### src/rtl/hazard_if.sv
// Bundle between the 5-stage datapath and the hazard unit: pipeline register/timing
// fields flow in, stall/flush enables and forwarding selects flow out.
interface hazard_if #(
    parameter int AW     = 5,
    parameter int PERF_W = 32
);
    logic [AW-1:0]     rs_d, rt_d;
    logic [1:0]        tuse_rs_d, tuse_rt_d;
    logic              md_use_d;
    logic [AW-1:0]     rs_e, rt_e, waddr_e;
    logic [1:0]        tnew_e;
    logic [AW-1:0]     rt_m, waddr_m;
    logic [1:0]        tnew_m;
    logic [AW-1:0]     waddr_w;
    logic              start_e, is_div_e;

    logic              stall_f, stall_d, flush_e;
    logic [1:0]        fwd_rs_d, fwd_rt_d, fwd_rs_e, fwd_rt_e;
    logic              fwd_rt_m;
    logic              mdu_busy, mdu_done;
    logic [PERF_W-1:0] stall_count;

    modport master (
        output rs_d, rt_d, tuse_rs_d, tuse_rt_d, md_use_d,
        output rs_e, rt_e, waddr_e, tnew_e, rt_m, waddr_m, tnew_m, waddr_w,
        output start_e, is_div_e,
        input  stall_f, stall_d, flush_e, fwd_rs_d, fwd_rt_d, fwd_rs_e, fwd_rt_e,
        input  fwd_rt_m, mdu_busy, mdu_done, stall_count
    );

    modport slave (
        input  rs_d, rt_d, tuse_rs_d, tuse_rt_d, md_use_d,
        input  rs_e, rt_e, waddr_e, tnew_e, rt_m, waddr_m, tnew_m, waddr_w,
        input  start_e, is_div_e,
        output stall_f, stall_d, flush_e, fwd_rs_d, fwd_rt_d, fwd_rs_e, fwd_rt_e,
        output fwd_rt_m, mdu_busy, mdu_done, stall_count
    );
endinterface

### src/rtl/hazard_unit_mdu.sv
// Tuse/Tnew hazard unit with forwarding selects, MDU busy scoreboard and a
// saturating stall-cycle counter. Register and counter widths come from hazard_if.
module hazard_unit_mdu #(
    parameter int MUL_LAT = 5,
    parameter int DIV_LAT = 10,
    parameter int CNT_W   = 4
) (
    input  logic     clk,
    input  logic     rst_n,
    hazard_if.slave  hz
);
    localparam int PERF_W = $bits(hz.stall_count);

    logic [CNT_W-1:0] cnt;

    logic rs_d_m, rs_d_w, rt_d_m, rt_d_w;
    logic rs_e_m, rs_e_w, rt_e_m, rt_e_w;
    logic rs_stall_e, rs_stall_m, rt_stall_e, rt_stall_m;
    logic data_stall, mdu_stall, stall;

    // An M-stage producer is only forwardable once its result exists (tnew_m == 0).
    assign rs_d_m = (hz.rs_d != '0) && (hz.rs_d == hz.waddr_m) && (hz.tnew_m == 2'd0);
    assign rs_d_w = (hz.rs_d != '0) && (hz.rs_d == hz.waddr_w);
    assign rt_d_m = (hz.rt_d != '0) && (hz.rt_d == hz.waddr_m) && (hz.tnew_m == 2'd0);
    assign rt_d_w = (hz.rt_d != '0) && (hz.rt_d == hz.waddr_w);
    assign rs_e_m = (hz.rs_e != '0) && (hz.rs_e == hz.waddr_m) && (hz.tnew_m == 2'd0);
    assign rs_e_w = (hz.rs_e != '0) && (hz.rs_e == hz.waddr_w);
    assign rt_e_m = (hz.rt_e != '0) && (hz.rt_e == hz.waddr_m) && (hz.tnew_m == 2'd0);
    assign rt_e_w = (hz.rt_e != '0) && (hz.rt_e == hz.waddr_w);

    assign hz.fwd_rs_d = rs_d_m ? 2'd1 : (rs_d_w ? 2'd2 : 2'd0);
    assign hz.fwd_rt_d = rt_d_m ? 2'd1 : (rt_d_w ? 2'd2 : 2'd0);
    assign hz.fwd_rs_e = rs_e_m ? 2'd1 : (rs_e_w ? 2'd2 : 2'd0);
    assign hz.fwd_rt_e = rt_e_m ? 2'd1 : (rt_e_w ? 2'd2 : 2'd0);
    assign hz.fwd_rt_m = (hz.rt_m != '0) && (hz.rt_m == hz.waddr_w);

    // The value is late when the consumer needs it sooner than the producer delivers it.
    assign rs_stall_e = (hz.rs_d != '0) && (hz.tuse_rs_d != 2'd3)
                        && (hz.rs_d == hz.waddr_e) && (hz.tuse_rs_d < hz.tnew_e);
    assign rs_stall_m = (hz.rs_d != '0) && (hz.tuse_rs_d != 2'd3)
                        && (hz.rs_d == hz.waddr_m) && (hz.tuse_rs_d < hz.tnew_m);
    assign rt_stall_e = (hz.rt_d != '0) && (hz.tuse_rt_d != 2'd3)
                        && (hz.rt_d == hz.waddr_e) && (hz.tuse_rt_d < hz.tnew_e);
    assign rt_stall_m = (hz.rt_d != '0) && (hz.tuse_rt_d != 2'd3)
                        && (hz.rt_d == hz.waddr_m) && (hz.tuse_rt_d < hz.tnew_m);

    assign data_stall = rs_stall_e | rs_stall_m | rt_stall_e | rt_stall_m;
    assign mdu_stall  = hz.md_use_d && (hz.mdu_busy || hz.start_e);
    assign stall      = data_stall | mdu_stall;

    assign hz.stall_d  = stall;
    assign hz.stall_f  = stall;
    assign hz.flush_e  = stall;
    assign hz.mdu_busy = (cnt != '0);
    assign hz.mdu_done = (cnt == CNT_W'(1));

    // A start while already busy is illegal and simply ignored.
    always_ff @(posedge clk or negedge rst_n) begin
        if (!rst_n) begin
            cnt <= '0;
        end else if (hz.start_e && (cnt == '0)) begin
            cnt <= hz.is_div_e ? CNT_W'(DIV_LAT) : CNT_W'(MUL_LAT);
        end else if (cnt != '0) begin
            cnt <= cnt - CNT_W'(1);
        end
    end

    always_ff @(posedge clk or negedge rst_n) begin
        if (!rst_n) begin
            hz.stall_count <= '0;
        end else if (stall && (hz.stall_count != '1)) begin
            hz.stall_count <= hz.stall_count + PERF_W'(1);
        end
    end
endmodule

### src/flat_wrapper.sv
// flat-port wrapper written by rule: the top's interface ports become plain ports
module hazard_unit_mdu_flat 
#(
    parameter int MUL_LAT = 5,
    parameter int DIV_LAT = 10,
    parameter int CNT_W   = 4
)
  (clk, rst_n, hz_rs_d, hz_rt_d, hz_tuse_rs_d, hz_tuse_rt_d, hz_md_use_d, hz_rs_e, hz_rt_e, hz_waddr_e, hz_tnew_e, hz_rt_m, hz_waddr_m, hz_tnew_m, hz_waddr_w, hz_start_e, hz_is_div_e, hz_stall_f, hz_stall_d, hz_flush_e, hz_fwd_rs_d, hz_fwd_rt_d, hz_fwd_rs_e, hz_fwd_rt_e, hz_fwd_rt_m, hz_mdu_busy, hz_mdu_done, hz_stall_count);
  hazard_if #(.AW(5), .PERF_W((4))) hz_i ();
  input  logic clk;
  input  logic rst_n;
  input wire logic [$bits(hz_i.rs_d)-1:0] hz_rs_d;
  input wire logic [$bits(hz_i.rt_d)-1:0] hz_rt_d;
  input wire logic [$bits(hz_i.tuse_rs_d)-1:0] hz_tuse_rs_d;
  input wire logic [$bits(hz_i.tuse_rt_d)-1:0] hz_tuse_rt_d;
  input wire logic [$bits(hz_i.md_use_d)-1:0] hz_md_use_d;
  input wire logic [$bits(hz_i.rs_e)-1:0] hz_rs_e;
  input wire logic [$bits(hz_i.rt_e)-1:0] hz_rt_e;
  input wire logic [$bits(hz_i.waddr_e)-1:0] hz_waddr_e;
  input wire logic [$bits(hz_i.tnew_e)-1:0] hz_tnew_e;
  input wire logic [$bits(hz_i.rt_m)-1:0] hz_rt_m;
  input wire logic [$bits(hz_i.waddr_m)-1:0] hz_waddr_m;
  input wire logic [$bits(hz_i.tnew_m)-1:0] hz_tnew_m;
  input wire logic [$bits(hz_i.waddr_w)-1:0] hz_waddr_w;
  input wire logic [$bits(hz_i.start_e)-1:0] hz_start_e;
  input wire logic [$bits(hz_i.is_div_e)-1:0] hz_is_div_e;
  output wire logic [$bits(hz_i.stall_f)-1:0] hz_stall_f;
  output wire logic [$bits(hz_i.stall_d)-1:0] hz_stall_d;
  output wire logic [$bits(hz_i.flush_e)-1:0] hz_flush_e;
  output wire logic [$bits(hz_i.fwd_rs_d)-1:0] hz_fwd_rs_d;
  output wire logic [$bits(hz_i.fwd_rt_d)-1:0] hz_fwd_rt_d;
  output wire logic [$bits(hz_i.fwd_rs_e)-1:0] hz_fwd_rs_e;
  output wire logic [$bits(hz_i.fwd_rt_e)-1:0] hz_fwd_rt_e;
  output wire logic [$bits(hz_i.fwd_rt_m)-1:0] hz_fwd_rt_m;
  output wire logic [$bits(hz_i.mdu_busy)-1:0] hz_mdu_busy;
  output wire logic [$bits(hz_i.mdu_done)-1:0] hz_mdu_done;
  output wire logic [$bits(hz_i.stall_count)-1:0] hz_stall_count;
  assign hz_i.rs_d = hz_rs_d;
  assign hz_i.rt_d = hz_rt_d;
  assign hz_i.tuse_rs_d = hz_tuse_rs_d;
  assign hz_i.tuse_rt_d = hz_tuse_rt_d;
  assign hz_i.md_use_d = hz_md_use_d;
  assign hz_i.rs_e = hz_rs_e;
  assign hz_i.rt_e = hz_rt_e;
  assign hz_i.waddr_e = hz_waddr_e;
  assign hz_i.tnew_e = hz_tnew_e;
  assign hz_i.rt_m = hz_rt_m;
  assign hz_i.waddr_m = hz_waddr_m;
  assign hz_i.tnew_m = hz_tnew_m;
  assign hz_i.waddr_w = hz_waddr_w;
  assign hz_i.start_e = hz_start_e;
  assign hz_i.is_div_e = hz_is_div_e;
  assign hz_stall_f = hz_i.stall_f;
  assign hz_stall_d = hz_i.stall_d;
  assign hz_flush_e = hz_i.flush_e;
  assign hz_fwd_rs_d = hz_i.fwd_rs_d;
  assign hz_fwd_rt_d = hz_i.fwd_rt_d;
  assign hz_fwd_rs_e = hz_i.fwd_rs_e;
  assign hz_fwd_rt_e = hz_i.fwd_rt_e;
  assign hz_fwd_rt_m = hz_i.fwd_rt_m;
  assign hz_mdu_busy = hz_i.mdu_busy;
  assign hz_mdu_done = hz_i.mdu_done;
  assign hz_stall_count = hz_i.stall_count;
  hazard_unit_mdu #(.MUL_LAT(MUL_LAT), .DIV_LAT(DIV_LAT), .CNT_W(CNT_W)) u_core (.clk(clk), .rst_n(rst_n), .hz(hz_i));
endmodule
### config.mk
export PLATFORM = sky130hd
export DESIGN_NAME = hazard_unit_mdu_flat
export DESIGN_NICKNAME = d
export VERILOG_FILES = /design/src/rtl/hazard_if.sv /design/src/rtl/hazard_unit_mdu.sv /design/src/flat_wrapper.sv
export SDC_FILE = /design/constraint.sdc
export NUM_CORES = 1
export LEC_CHECK = 0
export BUFFER_PORTS_ARGS = -buffer_cell sky130_fd_sc_hd__clkbuf_2
export CORE_ASPECT_RATIO = 1.75
export CORE_MARGIN = 8
export CORE_UTILIZATION = 29
export DETAILED_ROUTE_END_ITERATION = 8
export GPL_ROUTABILITY_DRIVEN = 0
export PLACE_DENSITY = 0.62
export SKIP_LAST_GASP = 1
export SYNTH_ARGS = -nofsm -noshare
export SYNTH_HDL_FRONTEND = slang
export SYNTH_SLANG_ARGS = --single-unit
### constraint.sdc
create_clock -name clk -period 2.3 [get_ports clk]
set_input_delay 0.115 -clock clk [delete_from_list [all_inputs] [get_ports clk]]
set_output_delay 0.115 -clock clk [all_outputs]
set_load 0.01 [all_outputs]
==> impl_metrics.ini <==
[critical_path]
crit_arrival_ps = 2010
path_max_fanout = 6
crit_cells = 7
criticalPathCategory = reg2out
path_buf_inv = 3
crit_family = simple AND/OR/NAND/NOR gates
cp_common_cell = inv_1
ff2ff_path_depth = 7
critical_path_required_ps = 2180
critPathCaptureType = primary output
slowest_stage = dfrtp_1
startpoint_type = flop
cpPeakStageDelay_ps = 420
worstPathCellList = inv_1 -> ha_1 -> and2_1 -> inv_1 -> o21a_1 -> or3_1 -> clkbuf_2

[pwr]
clkPwrFrac = 0.161
power.switching_mw = 0.441
p_per_area_nw_per_um2 = 590
p_sw_frac = 0.417
p_seq_frac = 0.283
leakagePower_nw = 0.832
p_int_mw = 0.617
vdd_drop_max_mv = 0.433
power.share.combinational = 0.556

[yosys]
synth_top_area_frac = 0.227
ys_warn_count = 0
synth_cells = 165
synth.avg_cell_area_um2 = 8.42
synth_cell_type_count = 34
yosysSeqAreaShare = 0.144
ys_seq_elements = 8
yosys.area.top_type = xor2_1
mappedNetlistArea_um2 = 1390
syn-num-nets = 226
synthTopCellsByArea = xor2_1 23%, dfrtp_1 14%, xnor2_1 13%

[die]
ioPinCount = 71
die_area_um2 = 7350
core_um2 = 4670
die_w_um = 68.3
dieHeight_um = 108
initial_utilization = 0.298
core.rowCount = 33

[grt]
antenna_found_initial = 0
grt_overflow = 0
grt_usage = 0.121
grt_pass1_wl_mm = 7.03
grt_pass1_vias = 1607
grt_max_degree = 9

[finish]
area_growth_pct = 29.0
insertedDiodeCount = 0
drive_gt1_frac = 0.360
fin_cells = 280
nets = 291
final_area_um2 = 1790

[route]
via_count = 1428
antenna_left = 0
wire_per_inst_um = 15.5
drt_wl_total_mm = 4.34
dr.pass1.iters = 4
via_per_inst = 5.10
drc = 0
drt-initial-drc-count = 28

[sta]
finalClockSkew_ps = 0.720
rsz0062_at_grt = false
setup_viol = 0
tightest_slew_ps = 420
final.min_clock_period_ps = 2120
final.setup.worst_slack_ps = 180
hold_viol = 0
fin_crit_sh = 0.922
relSlewSlack = 0.720
drv_slew = 0
holdWs_ps = 208
finalSetupTns_ps = 0
fmax_mhz = 472

[placed_design]
place_area_um2 = 1740
port_buffers = 70
dp_slack_ps = 280
hpwlAfterDp_mm = 3.89
dp_cells = 276

[clock_tree]
clk_latency_ps = 230
clock_sinks = 8
path_clk_slew_ps = 40
clockBufferDepth = 2
h-tree-depth = 1
cts_tree = built
clock_tree.root_cell = clkbuf_8
numCtsBuffers = 3
cts_resized = 0

[flow_run]
cap_violations = 0

[worst_hold_path]
hold_class = in2reg
whs_path_depth = 3

[outcome]
status = complete, no violations
state kept, by name, summed over array words and instances, names as in the netlist:
name / cells
u_core.cnt: 4
u_core.hz.stall_count: 4
cell usage in the layout, fill, tap and decap left out:
master         instances
clkbuf_2              70
xor2_1                36
xnor2_1               20
nor2_1                 9
nor4_1                 8
ha_1                   8
dfrtp_1                8
o21ai_0                7
inv_1                  6
or4_1                  6
nand4_1                6
nand3_1                4
a21oi_1                4
nand2b_1               4
nor3_1                 3
o31ai_1                3
clkbuf_8               3
and2_1                 2
nor4_2                 2
a221oi_2               2
o21a_1                 2
nand2_1                2
mux2_1                 2
or4_4                  1
nor2_4                 1
nor3_2                 1
and4_1                 1
or3_1                  1
nand3b_1               1
o211ai_1               1
o31ai_2                1
mux2_4                 1
and3_1                 1
dlygate4sd3_1          1
Yosys cell counts (all sizes together):
master  count
xor2       36
xnor2      20
nor2       10
nor4       10
dfrtp       8
ha          8
buf         7
o21ai       7
or4         7
inv         6
nand4       6
a21oi       4
clkbuf      4
nand2b      4
nand3       4
nor3        4
o31ai       4
mux2        3
a221oi      2
and2        2
nand2       2
o21a        2
and3        1
and4        1
nand3b      1
o211ai      1
or3         1
cell families (layout without fill, tap and decap cells):
group,Yosys count,after routing,synth area share
xor+xnor,56,56,0.353
simple gates,53,53,0.239
compound gates,20,20,0.103
buf+inv,17,80,0.0621
fa+ha+maj,8,8,0.0720
flops,8,8,0.144
mux,3,3,0.0270
worst reg2reg max path: stages (launching register included):
cell and delay, ps:
dfrtp_1 420, inv_1 100, ha_1 180, and2_1 200, inv_1 100, o21a_1 230
o31ai_2 350, mux2_4 340
what timing repair did:
item / 4_1_cts / 5_1_grt
hold endpoints to repair: 8 / 0
hold buffers: 1 / 0
setup buffers: 0 / 0
power by group through the flow:
| stage | logic (mW) | registers [mW] | clock network, mW |
|---|---|---|---|
| after global placement | 0.586 | 0.300 | 0 |
| after global routing | 0.666 | 0.311 | 0.184 |
| after floorplan | 0.368 | 0.300 | 0 |
| after detailed placement | 0.596 | 0.300 | 0 |
| after CTS | 0.600 | 0.299 | 0.179 |
| final | 0.588 | 0.300 | 0.171 |
final cells by class:
cell class / count / area (µm²)
clock buffers: 3 / 41.3
fillers: 503 / 2870
inverters: 6 / 22.5
multi-input cells: 140 / 1100
flip-flops and latches: 8 / 200
well taps: 52 / 65.1
repair buffers: 71 / 360
worst paths after layout:
check                                          start                              endpoint  slack (ps)
setup / recovery           u_core.cnt[0]$_DFFE_PN0P_                            hz_stall_d         180
hold / removal                           hz_is_div_e             u_core.cnt[2]$_DFFE_PN0P_         210
setup reg to reg           u_core.cnt[0]$_DFFE_PN0P_  u_core.hz.stall_count[1]$_DFFE_PN0P_         280
hold reg to reg            u_core.cnt[3]$_DFFE_PN0P_             u_core.cnt[3]$_DFFE_PN0P_         510
max in group asynchronous                      rst_n             u_core.cnt[2]$_DFFE_PN0P_        1840
min in group asynchronous                      rst_n             u_core.cnt[3]$_DFFE_PN0P_         280
stage by stage:
stage           util  total power [mW]
5_1_grt        0.384              1.16
3_3_place_gp   0.373             0.886
4_1_cts        0.384              1.08
3_5_place_dp   0.373             0.896
6_report       0.384              1.06
2_1_floorplan      -             0.668
routing by layer:
| metal | track usage | share of wire | up-vias |
|---|---|---|---|
| met5 | 0 | 0 | - |
| met4 | 0.0353 | 0.010 | 0 |
| met3 | 0.0240 | 0.078 | 4 |
| met2 | 0.237 | 0.54 | 64 |
| met1 | 0.116 | 0.37 | 650 |
| li1 | - | - | 710 |
Note: power is estimated with default switching activity, not from simulation.
